### config.mk
export PLATFORM = sky130hd
export DESIGN_NAME = machine_timer
export DESIGN_NICKNAME = d
export VERILOG_FILES = /design/src/rtl/machine_timer.sv
export SDC_FILE = /design/constraint.sdc
export NUM_CORES = 1
export LEC_CHECK = 0
export CAP_MARGIN = 20
export CORE_UTILIZATION = 55
export DETAILED_ROUTE_END_ITERATION = 8
export GPL_TIMING_DRIVEN = 0
export PLACE_DENSITY_LB_ADDON = 0.3
export SYNTH_ARGS = -nofsm -noshare
export SYNTH_HDL_FRONTEND = slang
export SYNTH_SLANG_ARGS = --single-unit
### constraint.sdc
create_clock -name clk -period 4.21 [get_ports clk]
set_input_delay 0.842 -clock clk [delete_from_list [all_inputs] [get_ports clk]]
set_output_delay 0.842 -clock clk [all_outputs]
set_load 0.02 [all_outputs]
### src/rtl/machine_timer.sv
// machine_timer: memory-mapped mtime/mtimecmp timer with a one-shot interrupt.
// Define MACHINE_TIMER_PRESCALER_EN to build the 8-bit mtime prescaler.
module machine_timer #(
   parameter logic [31:0] RESET_COMPARE = 32'hFFFF_FFFF
) (
   input  logic        clk,
   input  logic        reset,
   input  logic        chipSelect,
   input  logic [3:0]  busAddress,
   input  logic        writeEnable,
   input  logic [31:0] writeData,
   output logic [31:0] readData,
   input  logic        trapReturn,
   output logic        timerInterrupt,
   output logic        timerMatch
);

   localparam logic [1:0] IDLE       = 2'd0;
   localparam logic [1:0] FIRE       = 2'd1;
   localparam logic [1:0] IN_SERVICE = 2'd2;

   logic [31:0] mtime;
   logic [31:0] mtimecmp;
   logic        enable;
   logic        irq_enable;
   logic [7:0]  prescale;
   logic        pending;
   logic        match_prev;
   logic [1:0]  state;

   logic        wr;
   logic        wr_time;
   logic        wr_cmp;
   logic        wr_ctrl;
   logic        wr_status;
   logic        match;
   logic        rise;
   logic        deliver;
   logic        step;
   logic        unused_bits;

   assign wr        = chipSelect && writeEnable;
   assign wr_time   = wr && (busAddress[3:2] == 2'd0);
   assign wr_cmp    = wr && (busAddress[3:2] == 2'd1);
   assign wr_ctrl   = wr && (busAddress[3:2] == 2'd2);
   assign wr_status = wr && (busAddress[3:2] == 2'd3);

   assign match   = enable && (mtime >= mtimecmp);
   assign rise    = match && !match_prev;
   assign deliver = (state == IDLE) && pending && irq_enable;

   assign timerMatch     = match;
   assign timerInterrupt = (state == FIRE);
   assign unused_bits    = ^{busAddress[1:0], writeData[31:2]};

`ifdef MACHINE_TIMER_PRESCALER_EN
   logic [7:0] pre_count;

   assign step = enable && (pre_count == prescale);

   always_ff @(posedge clk or posedge reset) begin
      if (reset) begin
         pre_count <= 8'd0;
         prescale  <= 8'd0;
      end else begin
         if (wr_time || step)
            pre_count <= 8'd0;
         else if (enable)
            pre_count <= pre_count + 8'd1;
         if (wr_ctrl)
            prescale <= writeData[15:8];
      end
   end
`else
   assign step     = enable;
   assign prescale = 8'd0;
`endif

   // A bus write to mtime takes priority over the increment.
   always_ff @(posedge clk or posedge reset) begin
      if (reset) begin
         mtime      <= 32'd0;
         mtimecmp   <= RESET_COMPARE;
         enable     <= 1'b0;
         irq_enable <= 1'b0;
         match_prev <= 1'b0;
      end else begin
         if (wr_time)
            mtime <= writeData;
         else if (step)
            mtime <= mtime + 32'd1;
         if (wr_cmp)
            mtimecmp <= writeData;
         if (wr_ctrl) begin
            enable     <= writeData[0];
            irq_enable <= writeData[1];
         end
         match_prev <= wr_cmp ? 1'b0 : match;
      end
   end

   // A new match edge beats any clear in the same cycle.
   always_ff @(posedge clk or posedge reset) begin
      if (reset)
         pending <= 1'b0;
      else if (rise)
         pending <= 1'b1;
      else if (deliver || (wr_status && writeData[0]))
         pending <= 1'b0;
   end

   always_ff @(posedge clk or posedge reset) begin
      if (reset) begin
         state <= IDLE;
      end else begin
         unique case (state)
            IDLE:       if (deliver) state <= FIRE;
            FIRE:       state <= IN_SERVICE;
            IN_SERVICE: if (trapReturn) state <= IDLE;
            default:    state <= IDLE;
         endcase
      end
   end

   always_comb begin
      readData = 32'd0;
      if (chipSelect) begin
         unique case (busAddress[3:2])
            2'd0:    readData = mtime;
            2'd1:    readData = mtimecmp;
            2'd2:    readData = {16'd0, prescale, 6'd0, irq_enable, enable};
            default: readData = {30'd0, state != IDLE, pending};
         endcase
      end
   end

endmodule

==> metrics.txt <==
hold worst-path end pending; RSZ-0062 raised after global routing no; Critical Path Sink Type primary output; first-pass GRT wire length 18500 µm; clock transition time at the flip-flop clock pins of the worst setup and hold paths 0.09 ns; post-synthesis instance area 0.00454 mm²; residual overflow from global routing 0; core area 0.00785 mm²; Detail Route Antenna Nets 0; Placement Rows 32; maximum resistive drop on vdd 0.227 mV; count of final setup violators 0; path type of the worst setup path reg2out; CTS tree yes; FF-to-FF End match_prev; maximum number of buffers from clock root to sink 2; Final period util 95.4%; total DRC errors in the routed layout 0; data arrival time of the critical path 3.17 ns; synthesis warning total 0; crit-path max cell delay 0.55 ns; starting density of the core 57.8%; post-synthesis cell type count 43; antenna fix cells 0; All-Layer GR Usage 27.4%; Total Routed Length 11000 µm; maximum level of the CTS H-tree 3; leakage power of the design 2.42 nW; worst min path class reg2reg; Port Buf Inserts 71; syn_nets 550; final net count 632; r2r worst-path depth 8; reg-to-reg slack, setup 1.71 ns; number of synthesized flops with an enable pin 0; final number of max-transition violations 0; CP max FO 6; share of cells above drive strength 1 17.8%; Main synth FF type dfrtp_1; detailed-router iteration count before antenna repair 4; number of antenna violations at the first check in global routing 0; power density of the placed cells 474 mW/mm²; Least-Margin Pin Slew 0.866 ns; outcome complete, no violations; most common library cell in the layout ignoring fill and taps clkdlybuf4s50_1; number of buffers inserted by hold repair at cts 0; Gates resized, CTS repair 0; startpoint type of the worst setup path flip-flop; total number of vias 3809; via count of the first global-routing pass 3841; source of the worst register-to-register timing path mtime[0]; maximum number of pins on one net before global-route repair 71; top library cells by usage in the layout, fill and taps aside clkdlybuf4s50_1 (71), nand2_1 (62), nor2_1 (47); final design area excluding fillers 0.00562 mm²; Non-Filler Instances 665; number of instances on the worst hold path 2; vertical die dimension 92.8 µm; clock latency reported for the late side of the worst-skew pair 0.35 ns; final hold violation count 0; Seq cells post-synth 70; placed wire-length estimate after detailed placement 7710 µm; Die Footprint 0.00861 mm²; number of buffers created by CTS 9; upper clock frequency limit 249 MHz; die boundary width 92.8 µm; number of clock sinks seen by CTS 70; post-route total power 2.67 mW; Area Growth Syn to Fin 24.0%; library cell used as clock root buffer clkbuf_8; accumulated negative setup slack 0 ns; setup clock skew after layout 0.0104 ns; Cells after Synth 476; Crit-path slowest cell clkdlybuf4s50_1; initial drt markers 204; proportion of synthesized flip-flops having asynchronous set or reset 100%; WL per Instance 16.5 µm; Synth Area per Inst 9.53 µm²; setup bufs post-CTS 0; Max-slew headroom 42.3%; source of the worst hold timing path match_prev; sequential-to-total area share from yosys stat 39.5%; vias per inst 5.73; number of ports placed on the die boundary 75; routability congestion estimate 0.888; min Tclk post-route 4.02 ns; max-cap check violation count 0; placed cell count 649; crit-path cells inv_1 -> ha_1 -> nand2b_1 -> a2111oi_1 -> o41a_1 -> o21ai_0 -> a41oi_1 -> nor2b_1 -> clkdlybuf4s50_1; standard cell area after detailed placement 0.00538 mm²; critical path data required time 3.37 ns
## worst max path at each step
stage / cells after the start / from / end
floorplan: 8 / mtimecmp[3] / timerMatch
global placement: 2 / reset / state[1]
detailed placement: 6 / busAddress[2] / readData[31]
CTS: 9 / mtime[0] / timerMatch
global route: 9 / mtime[0] / timerMatch
finish: 9 / mtime[0] / timerMatch
## state kept, by name, indices dropped and copies added (netlist names)
name	cells
match_prev	1
pending	1
irq_enable	1
mtime	32
mtimecmp	32
enable	1
state	2
## cell families after synthesis
logic type	count (synthesis)	share of synthesized area, %
buf+inv	56	4.77
fa+ha+maj	33	9.10
compound gates	63	8.17
flops	70	39.5
xor+xnor	30	5.79
mux	67	16.0
simple gates	157	16.7
## worst max-delay path, delay by kind of cell, from the launching register on
kind / cells / cell delay [ns]
simple gates: 2 / 0.25
compound gates: 4 / 1.20
buf+inv: 2 / 0.63
flops: 1 / 0.48
fa+ha+maj: 1 / 0.28
## Yosys cell counts (6+ instances only)
library cell  instances  share of area, %
nand2_1              62               5.1
nor2_1               47               3.9
dfrtp_1              38                21
inv_1                38               3.1
mux2_2               34               8.4
ha_1                 33               9.1
o21ai_0              33               3.6
dfstp_2              32                19
mux2i_1              32               7.1
xnor2_1              17               3.3
xor2_1               13               2.5
clkbuf_1             11              0.91
a21oi_1              10               1.1
nand3_1               9              0.99
and3_1                6              0.83
nand4_1               6              0.83
## report_power, final
part	switching (mW)	internal, mW	total [mW]
sequential	0.211	0.896	1.11
clock	0.285	0.396	0.680
combinational	0.435	0.446	0.881
## area by class of cell
class / count / area [µm²]
flip-flops and latches: 70 / 1790
well taps: 102 / 128
multi-input cells: 350 / 2530
clock inverters: 7 / 121
plain buffers: 18 / 73.8
fillers: 597 / 2220
clock buffers: 9 / 124
repair buffers: 71 / 711
inverters: 38 / 145
## stage by stage
stage	hold WS, ns	setup WS (ns)	utilization [%]
2_1_floorplan	0.473	1.45	-
3_3_place_gp	0.487	0.457	68.5
3_5_place_dp	0.510	0.492	68.5
4_1_cts	0.521	0.148	71.6
5_1_grt	0.564	0.00125	71.7
6_report	0.514	0.194	71.7
## per-layer routing
layer | GRT usage, % | up-vias | routed length [µm]
met1 | 35.9 | 1899 | 4850
li1 | - | 1795 | -
met4 | 9.49 | 0 | 195
met3 | 2.79 | 15 | 432
met5 | 0 | - | 0
met2 | 47.3 | 100 | 5530
Note: power is estimated with default switching activity, not from simulation.
